<file path="src/rtl/ch0re_ifetch.sv">
// ch0re_ifetch -- instruction fetch unit for the Ch0re RV64I pipeline.
//
// Keeps the fetch PC, issues in-order imem requests under a credit limit,
// buffers returned words with their PCs in a small prefetch FIFO and feeds
// the decode stage one {pc, instr} entry per cycle through an output
// register. A redirect (taken branch/jump) empties the FIFO and discards
// every response still in flight.
//
// Ports:
//   clk, rst            clock, asynchronous active-high reset
//   i_stall             decode stall; holds the output register
//   i_redirect          redirect fetch to i_redirect_pc this cycle
//   i_redirect_pc       new fetch target (bits [1:0] ignored)
//   o_imem_req/addr     request and its address (the fetch PC)
//   i_imem_gnt          request accepted
//   i_imem_rvalid/rdata in-order response
//   o_instr/o_pc        instruction and PC to decode (NOP when invalid)
//   o_valid             o_instr is a real fetched instruction
module ch0re_ifetch #(
  parameter logic [63:0] RESET_PC  = 64'h0,
  parameter int unsigned BUF_DEPTH = 4
) (
  input  logic        clk,
  input  logic        rst,
  input  logic        i_stall,
  input  logic        i_redirect,
  input  logic [63:0] i_redirect_pc,
  output logic        o_imem_req,
  output logic [63:0] o_imem_addr,
  input  logic        i_imem_gnt,
  input  logic        i_imem_rvalid,
  input  logic [31:0] i_imem_rdata,
  output logic [31:0] o_instr,
  output logic [63:0] o_pc,
  output logic        o_valid
);

  localparam int unsigned AW  = $clog2(BUF_DEPTH);
  localparam int unsigned CW  = AW + 1;
  localparam logic [31:0] NOP = 32'h0000_0013;
  localparam logic [CW-1:0]   DEPTH_C = CW'(BUF_DEPTH);
  // credit sum of three counters needs two extra bits before the compare
  localparam logic [CW+1:0]   DEPTH_W = (CW+2)'(BUF_DEPTH);

  // ---------------------------------------------------------------- state
  logic [63:0]   fpc_q, fpc_d;
  logic [CW-1:0] out_cnt_q, out_cnt_d;
  logic [CW-1:0] drop_cnt_q, drop_cnt_d;
  logic [CW-1:0] buf_cnt_q, buf_cnt_d;
  logic [AW-1:0] buf_rd_q, buf_rd_d, buf_wr_q, buf_wr_d;
  logic [AW-1:0] pcq_rd_q, pcq_rd_d, pcq_wr_q, pcq_wr_d;

  logic [63:0] buf_pc_q    [BUF_DEPTH];
  logic [63:0] buf_pc_d    [BUF_DEPTH];
  logic [31:0] buf_instr_q [BUF_DEPTH];
  logic [31:0] buf_instr_d [BUF_DEPTH];
  logic [63:0] pcq_q       [BUF_DEPTH];
  logic [63:0] pcq_d       [BUF_DEPTH];

  logic        valid_q, valid_d;
  logic [31:0] instr_q, instr_d;
  logic [63:0] pc_q, pc_d;

  // ------------------------------------------------------- control terms
  logic          pop, req, fire, rsp_drop, rsp_acc, push;
  logic [CW+1:0] credit_used;

  // redirect address bits [1:0] are forced to zero and never read
  logic unused_rpc_lsb;
  assign unused_rpc_lsb = ^i_redirect_pc[1:0];

  always_comb begin
    pop = !i_stall && (buf_cnt_q != '0) && !i_redirect;
    // an entry leaving the FIFO this cycle frees its slot for a new request
    credit_used = {2'b00, out_cnt_q} + {2'b00, drop_cnt_q} + {2'b00, buf_cnt_q}
                - (CW+2)'(pop);
    req      = !rst && !i_redirect && (credit_used < DEPTH_W);
    fire     = req && i_imem_gnt;
    rsp_drop = i_imem_rvalid && (drop_cnt_q != '0);
    rsp_acc  = i_imem_rvalid && (drop_cnt_q == '0);
    push     = rsp_acc && !i_redirect;
  end

  assign o_imem_req  = req;
  assign o_imem_addr = fpc_q;

  // ---------------------------------------------------- fetch/buffer next
  always_comb begin
    fpc_d       = fpc_q;
    out_cnt_d   = out_cnt_q;
    drop_cnt_d  = drop_cnt_q;
    buf_cnt_d   = buf_cnt_q;
    buf_rd_d    = buf_rd_q;
    buf_wr_d    = buf_wr_q;
    pcq_rd_d    = pcq_rd_q;
    pcq_wr_d    = pcq_wr_q;
    buf_pc_d    = buf_pc_q;
    buf_instr_d = buf_instr_q;
    pcq_d       = pcq_q;

    if (i_redirect) begin
      fpc_d      = {i_redirect_pc[63:2], 2'b00};
      // everything outstanding becomes stale; a response landing now is
      // already one of them and is consumed here
      drop_cnt_d = drop_cnt_q + out_cnt_q - CW'(i_imem_rvalid);
      out_cnt_d  = '0;
      buf_cnt_d  = '0;
      buf_rd_d   = '0;
      buf_wr_d   = '0;
      pcq_rd_d   = '0;
      pcq_wr_d   = '0;
    end else begin
      if (fire) begin
        fpc_d           = fpc_q + 64'd4;
        pcq_d[pcq_wr_q] = fpc_q;
        pcq_wr_d        = pcq_wr_q + AW'(1);
      end
      out_cnt_d = out_cnt_q + CW'(fire) - CW'(rsp_acc);
      if (rsp_drop) drop_cnt_d = drop_cnt_q - CW'(1);
      if (push) begin
        buf_pc_d[buf_wr_q]    = pcq_q[pcq_rd_q];
        buf_instr_d[buf_wr_q] = i_imem_rdata;
        buf_wr_d              = buf_wr_q + AW'(1);
        pcq_rd_d              = pcq_rd_q + AW'(1);
      end
      if (pop) buf_rd_d = buf_rd_q + AW'(1);
      buf_cnt_d = buf_cnt_q + CW'(push) - CW'(pop);
    end
  end

  // ------------------------------------------------------- output stage
  always_comb begin
    valid_d = valid_q;
    instr_d = instr_q;
    pc_d    = pc_q;
    if (i_redirect) begin
      valid_d = 1'b0;
      instr_d = NOP;
    end else if (!i_stall) begin
      if (buf_cnt_q != '0) begin
        valid_d = 1'b1;
        instr_d = buf_instr_q[buf_rd_q];
        pc_d    = buf_pc_q[buf_rd_q];
      end else begin
        valid_d = 1'b0;
        instr_d = NOP;
      end
    end
  end

  assign o_valid = valid_q;
  assign o_instr = instr_q;
  assign o_pc    = pc_q;

  // ------------------------------------------------------------- flops
  always_ff @(posedge clk or posedge rst) begin
    if (rst) begin
      fpc_q      <= RESET_PC;
      out_cnt_q  <= '0;
      drop_cnt_q <= '0;
      buf_cnt_q  <= '0;
      buf_rd_q   <= '0;
      buf_wr_q   <= '0;
      pcq_rd_q   <= '0;
      pcq_wr_q   <= '0;
      valid_q    <= 1'b0;
      instr_q    <= NOP;
      pc_q       <= '0;
    end else begin
      fpc_q      <= fpc_d;
      out_cnt_q  <= out_cnt_d;
      drop_cnt_q <= drop_cnt_d;
      buf_cnt_q  <= buf_cnt_d;
      buf_rd_q   <= buf_rd_d;
      buf_wr_q   <= buf_wr_d;
      pcq_rd_q   <= pcq_rd_d;
      pcq_wr_q   <= pcq_wr_d;
      valid_q    <= valid_d;
      instr_q    <= instr_d;
      pc_q       <= pc_d;
    end
  end

  // storage arrays carry no reset; occupancy is tracked by the counters
  always_ff @(posedge clk) begin
    buf_pc_q    <= buf_pc_d;
    buf_instr_q <= buf_instr_d;
    pcq_q       <= pcq_d;
  end

  // --------------------------------------------------------- assertions
  // credit accounting must keep the FIFO from overflowing
  a_no_overflow: assert property (@(posedge clk) disable iff (rst)
    !(push && (buf_cnt_q == DEPTH_C) && !pop));

  // a response must always match an outstanding or stale request
  a_rsp_expected: assert property (@(posedge clk) disable iff (rst)
    !(i_imem_rvalid && (drop_cnt_q == '0) && (out_cnt_q == '0)));

endmodule

</file>
<file path="config.mk">
export PLATFORM = sky130hd
export DESIGN_NAME = ch0re_ifetch
export DESIGN_NICKNAME = d
export VERILOG_FILES = /design/src/rtl/ch0re_ifetch.sv
export SDC_FILE = /design/constraint.sdc
export NUM_CORES = 1
export LEC_CHECK = 0
export BUFFER_PORTS_ARGS = -buffer_cell sky130_fd_sc_hd__buf_4
export CAP_MARGIN = 15
export CORE_UTILIZATION = 42
export CTS_CLUSTER_DIAMETER = 60
export DETAILED_ROUTE_END_ITERATION = 8
export GPL_TIMING_DRIVEN = 0
export PLACE_DENSITY = 0.68
export SLEW_MARGIN = 20
export SYNTH_ARGS = -nofsm -noshare
export SYNTH_HDL_FRONTEND = slang
export SYNTH_SLANG_ARGS = --single-unit
export TNS_END_PERCENT = 10
</file>
<file path="constraint.sdc">
create_clock -name clk -period 7.1 [get_ports clk]
set_input_delay 0.71 -clock clk [delete_from_list [all_inputs] [get_ports clk]]
set_output_delay 0.71 -clock clk [all_outputs]
set_load 0.01 [all_outputs]
</file>
# After elaboration in Yosys (flattened, before gate mapping)
# Cells that the tools add are included.
dict set report word_totals {
  register_bits 818
  input_bits 102
  out_inout_bits 162
}
dict set report classes {
  addsub 15
  order_cmp 7
  n_eq_ne 1
  muxes 38
  n_bitwise 6
  reduce_logical 23
}
# cell count
set op_table {}
lappend op_table {{$bwmux 256} 2}
lappend op_table {{$mux 64} 8}
lappend op_table {{$bmux 64 s2} 2}
lappend op_table {{$demux 64 s2} 2}
lappend op_table {{$mux 32} 6}
lappend op_table {{$bwmux 128} 1}
lappend op_table {{$add 64x3->64 const B} 1}
lappend op_table {{$bmux 32 s2} 1}
lappend op_table {{$demux 32 s2} 1}
lappend op_table {{$mux 2} 8}
lappend op_table {{$ge 3x3->1 const B} 4}
lappend op_table {{$mux 3} 4}
lappend op_table {{$not 2->3} 4}
lappend op_table {{$logic_and 1x1->1} 10}
lappend op_table {{$sub 3x1->3} 3}
lappend op_table {{$add 2x1->2 const B} 4}
lappend op_table {{$reduce_bool 2->1} 4}
lappend op_table {{$add 3x1->3} 2}
lappend op_table {{$lt 3x1->1 const B} 2}
lappend op_table {{$reduce_bool 3->1} 2}
lappend op_table {{$add 4x3->5} 1}
lappend op_table {{$lt 5x3->1 const B} 1}
lappend op_table {{$sub 5x1->5} 1}
lappend op_table {{$add 3x3->4} 1}
lappend op_table {{9 further kinds} 15}

# Depth between registers and ports, before layout
dict set report logic_depth {
  word_depth 10
  mapped_depth 21
}

# Worst setup path before layout
# No wires, ideal clock.
dict set report synth_timing {
  path_kind {input to register}
  startpoint {input i_stall}
  endpoint {register pcq_q[10] (netlist name) (enable)}
  setup_ns 0.426
  arrival_time_ns 5.218
  required_time_ns 6.674
  path_slack_ns 1.455
  stages 13
  n_path_buf 3
  path_cell_list {nor2_1 nand2_1 clkbuf_1 nor2_1 fa_1 or2_2 fa_1 nor3b_1 and4b_1 mux2_2 buf_2 buf_1 and2_1}
}
dict set report synth_between {
  elab_chain_len 8
}
# item line_no
set synth_lines {}
lappend synth_lines {{start, declared} 25} ;# input logic i_stall,
lappend synth_lines {{$logic_not 1->1} --}
lappend synth_lines {{$logic_and 1x1->1 (2 in series)} 73} ;# pop = !i_stall && (buf_cnt_q != '0) && !i_redirect;
lappend synth_lines {{$sub 5x1->5} 76} ;# - (CW+2)'(pop);
lappend synth_lines {{$lt 5x3->1} 77} ;# req = !rst && !i_redirect && (credit_used < DEPTH_W);
lappend synth_lines {{$logic_and 1x1->1} 77}
lappend synth_lines {{$logic_and 1x1->1} 78} ;# fire = req && i_imem_gnt;
lappend synth_lines {{$reduce_and 2->1 (no source line)} --}
lappend synth_lines {{end signal, assigned} 188} ;# pcq_q <= pcq_d;
lappend synth_lines {{end, declared} 57} ;# logic [63:0] pcq_q [BUF_DEPTH];
# No other way between the ends.
# A chain may end at the register's enable or synchronous reset.

# Worst setup path after layout
dict set report layout_timing {
  startpoint {register buf_cnt_q[2]}
  endpoint {register out_cnt_q[2]}
}
dict set report layout_between {
  elab_chain_len 10
  word_cells_on_any_way 11
  cone_classes {4 x add/sub; 1 x order compare; 1 x mux; 5 x reduce/logical}
}
# item line_no
set layout_lines {}
lappend layout_lines {{start, declared} 49} ;# logic [CW-1:0] buf_cnt_q, buf_cnt_d;
lappend layout_lines {{start signal, assigned} 173} ;# buf_cnt_q <= buf_cnt_d;
lappend layout_lines {{parallel branches: the longest is 3 deep, another holds $add 4x3->5} --}
lappend layout_lines {{$sub 5x1->5 *} 76}
lappend layout_lines {{$lt 5x3->1 *} 77}
lappend layout_lines {{$logic_and 1x1->1 *} 77}
lappend layout_lines {{$logic_and 1x1->1 *} 78}
lappend layout_lines {{$add 3x1->3 *} 118} ;# out_cnt_d = out_cnt_q + CW'(fire) - CW'(rsp_acc);
lappend layout_lines {{$sub 3x1->3 *} 118}
lappend layout_lines {{$mux 3 *} 101} ;# if (i_redirect) begin
lappend layout_lines {{via out_cnt_d[2]} 47} ;# logic [CW-1:0] out_cnt_q, out_cnt_d;
lappend layout_lines {{end signal, assigned} 171} ;# out_cnt_q <= out_cnt_d;
lappend layout_lines {{end, declared} 47}
# Mark *: on every way through the listed nets, which the timed path passes.

==> qor.yml <==
floorplan:
  die_y_um: 275
  ios: 264
  fp.dieArea_sq_mm: 0.0756
  start_util_pct: 42.6
  die_w_um: 275
  rows: 99
  coreArea_sq_mm: 0.0733
placement:
  post-place-ws_ns: 0.347
  dpl.cell_count: 3051
  place_congestion: 0.909
  placed_area_sq_mm: 0.0348
  io_buffer_count: 257
  hpwl_um: 53200
status:
  violations: "DRC"
  status: "finished, violations left"
power:
  p_leak_nw: 13.3
  power_density_mw_per_mm2: 354
  p_clk_share_pct: 31.8
  pwr-share-comb_pct: 21.8
  peakVddDrop_mv: 0.180
  p_seq_share_pct: 46.4
  p_total_mw: 13.2
  p_int_mw: 9.41
  p_switching_mw: 3.84
  switching_share_pct: 29.0
grt:
  overflow: 0
  grt_pass1_vias: 18385
  grt_max_degree: 81
  grt_use_total_pct: 21.1
  grt_pass1_wl_um: 118000
  antenna_found_initial: 0
yosys:
  yosysUniqueCellTypes: 61
  synth_top_area_share_pct: 59.9
  synth-compound-area-share_pct: 3.99
  synth_top_family_by_area: "multiplexers"
  synth_fa_ha_area_share_pct: 1.26
  synth.most_common_cell: "edfxtp_1"
  yosys_warnings: 0
  synth_mux_area_share_pct: 11.3
  yosys-top-cells-count: "624 x edfxtp_1, 287 x nand2_1, 171 x dfrtp_1"
  synth_edf_count: 624
  syn_avg_cell_area_sq_um: 17.2
  synth-main-ff-cell: "edfxtp_1"
  ys_seq_area_share_pct: 73.9
  synthSimpleGateAreaFrac_pct: 7.35
  synth_area_sq_mm: 0.0313
  synthTopCellsByArea: "edfxtp_1 60%, dfrtp_1 14%, mux4_2 11%, nand2_1 3.4%, ha_1 0.88%"
  synthCells: 1818
  ys_async_sr_fraction_pct: 21.8
  synth_seq_cells: 798
  synth_xor_xnor_area_share_pct: 0.504
  yosys.area.top_type: "edfxtp_1"
critical_path:
  worstSetupEndpoint: "out_cnt_q[2]$_DFF_PP0_"
  crit_required_ns: 7.58
  reg2reg_slack_ns: 0.85
  critPathArrivalTime_ns: 6.73
  crit_type: "reg2reg"
  reg2regPathDepth: 21
  r2r_start: "buf_cnt_q[2]$_DFF_PP0_"
  worstSetupEndpointType: "flip-flop"
  path_max_fanout: 10
  cp-start-kind: "flip-flop"
  timing.rr.end: "out_cnt_q[2]$_DFF_PP0_"
  startpoint: "buf_cnt_q[2]$_DFF_PP0_"
clocking:
  ctsResizeCount: 0
  root_buffer: "clkbuf_16"
  cts_buffer_depth: 3
  hold_buffers: 0
  clock_latency_ns: 0.63
  cts_setup_buffers: 0
  cts_tree: "yes"
  clock_sinks: 798
  htree_levels: 3
  cts_made_buffers: 83
  cts.reportedPaths.clkPinSlew_ns: 0.06
detailed_routing:
  drc: 12
  firstDrtPassIters: 8
  vias: 17930
  drt_iter0_markers: 1626
  vias_per_cell: 5.60
  drtAntennaViolNets: 0
  routed_wl_um: 78800
  wl_per_cell_um: 24.6
cells_and_area:
  multi_input_area_sq_mm: 0.00770
  finalNetCount: 2307
  fillerInstances: 6063
  final_cells: 3201
  final_area_sq_mm: 0.0374
  diodes: 0
  register_area_sq_mm: 0.0231
  area.growth.synth_to_final_pct: 19.7
  drive_above_1_share_pct: 26.1
timing:
  period_share_pct: 88.1
  fmax_mhz: 160
  hold_viol_final: 0
  timing.final.crit_period_ns: 6.25
  finClkSkew_ns: 0.0331
  finalWorstSetupSlack_ns: 0.847
  maxSlewHeadroom_pct: 21.6
  final_max_slew_viol_count: 0
  grt_setup_unrepaired: "no"
  setup_violations: 0
  worst_pin_slew_ns: 1.16
  finalSetupTns_ns: 0
run:
  max_cap_violations: 0
worst_hold_path:
  hold_path_class: "in2async"
==> flip-flops by register name (all words and copies together) (netlist names) <==
signal,cells
pcq_rd_q,2
o_imem_addr,62
buf_pc_q,248
pcq_q,248
out_cnt_q,3
buf_instr_q,128
pcq_wr_q,2
buf_rd_q,2
o_valid,1
drop_cnt_q,3
buf_cnt_q,3
buf_wr_q,2
o_instr,32
o_pc,62
==> worst min-delay path by stage <==
stage | depth (start not counted) | from | endpoint
global placement | 2 | o_pc[30]$_DFFE_PP0P_ | o_pc[30]$_DFFE_PP0P_
CTS | 2 | rst | o_valid$_DFFE_PP0P_
floorplan | 2 | o_pc[10]$_DFFE_PP0P_ | o_pc[10]$_DFFE_PP0P_
detailed placement | 2 | o_pc[29]$_DFFE_PP0P_ | o_pc[29]$_DFFE_PP0P_
global route | 2 | rst | o_valid$_DFFE_PP0P_
finish | 2 | rst | o_pc[62]$_DFFE_PP0P_
==> layer usage <==
metal / vias up / global-route usage, % / wire, um
met1: 9270 / 29.7 / 33200
met4: 0 / 6.47 / 1790
li1: 7817 / - / -
met3: 116 / 3.58 / 5630
met2: 727 / 33.9 / 38100
met5: - / 0 / 0
==> layout by cell type, fill, tap and decap left out, drive strengths merged, types with 8 or more instances in the layout <==
| cell | synthesis | layout |
|---|---|---|
| edfxtp | 624 | 624 |
| buf | 32 | 303 |
| nand2 | 287 | 287 |
| clkbuf | 68 | 177 |
| dfrtp | 171 | 171 |
| mux4 | 156 | 156 |
| o21ai | 52 | 52 |
| nor2 | 48 | 48 |
| nand3 | 44 | 44 |
| inv | 34 | 44 |
| a22o | 29 | 29 |
| nand4 | 29 | 29 |
| a21oi | 26 | 26 |
| clkinv | 0 | 25 |
| o211ai | 23 | 23 |
| and3 | 23 | 23 |
| o311ai | 22 | 22 |
| ha | 22 | 22 |
| nor3 | 13 | 13 |
| a31oi | 11 | 11 |
| and2 | 11 | 11 |
| xnor2 | 10 | 10 |
| and4 | 9 | 9 |
| xor2 | 8 | 8 |
==> power groups by stage <==
| stage | combinational (mW) | sequential, mW | clock, mW |
|---|---|---|---|
| finish | 2.89 | 6.15 | 4.21 |
| global route | 3.18 | 6.20 | 4.46 |
| CTS | 2.94 | 6.14 | 4.28 |
| detailed placement | 2.94 | 6.23 | 0 |
| global placement | 2.83 | 6.22 | 0 |
| floorplan | 1.63 | 6.20 | 0 |
==> final cells by class <==
class / instances / share of cell area [%]
plain buffers: 100 / 1.07
inverters: 34 / 0.361
clock inverters: 41 / 0.899
clock buffers: 109 / 6.14
repair buffers: 271 / 6.08
flip-flops and latches: 798 / 61.7
well taps: 959 / 3.20
multi-input cells: 889 / 20.6
==> cell families (layout without fill, tap and decap cells) <==
logic type / after synthesis / in the layout
DFF: 798 / 798
and+or+nand+nor: 497 / 497
adders and majority gates: 28 / 28
buffers and inverters: 134 / 555
xor gates and xnor gates: 18 / 18
AOI/OAI and AO/OA: 183 / 183
muxes: 159 / 159
other: 1 / 4
==> critical path, stage by stage (launching register included) <==
cell and delay (ns):
dfrtp_1 0.41, nor3_1 0.27, nor2_1 0.15, nand2_1 0.32
clkbuf_1 0.46, nor2_1 0.11, fa_1 0.46, or2_2 0.32
fa_1 0.42, nor3b_1 0.16, and4b_1 0.20, mux2_2 0.40
inv_1 0.13, clkbuf_1 0.38, clkbuf_1 0.71, ha_1 0.37
inv_1 0.05, ha_1 0.12, inv_1 0.05, fa_1 0.37
xnor2_1 0.18, nor2_1 0.06
==> metrics by stage <==
stage,hold slack [ns],utilization [%]
5_1_grt,0.0607,51.1
3_3_place_gp,0.464,46.9
3_5_place_dp,0.464,47.5
2_1_floorplan,0.514,-
4_1_cts,0.0470,51.0
6_report,0.0511,51.1
No activity file was read; power rests on OpenSTA's default activity.
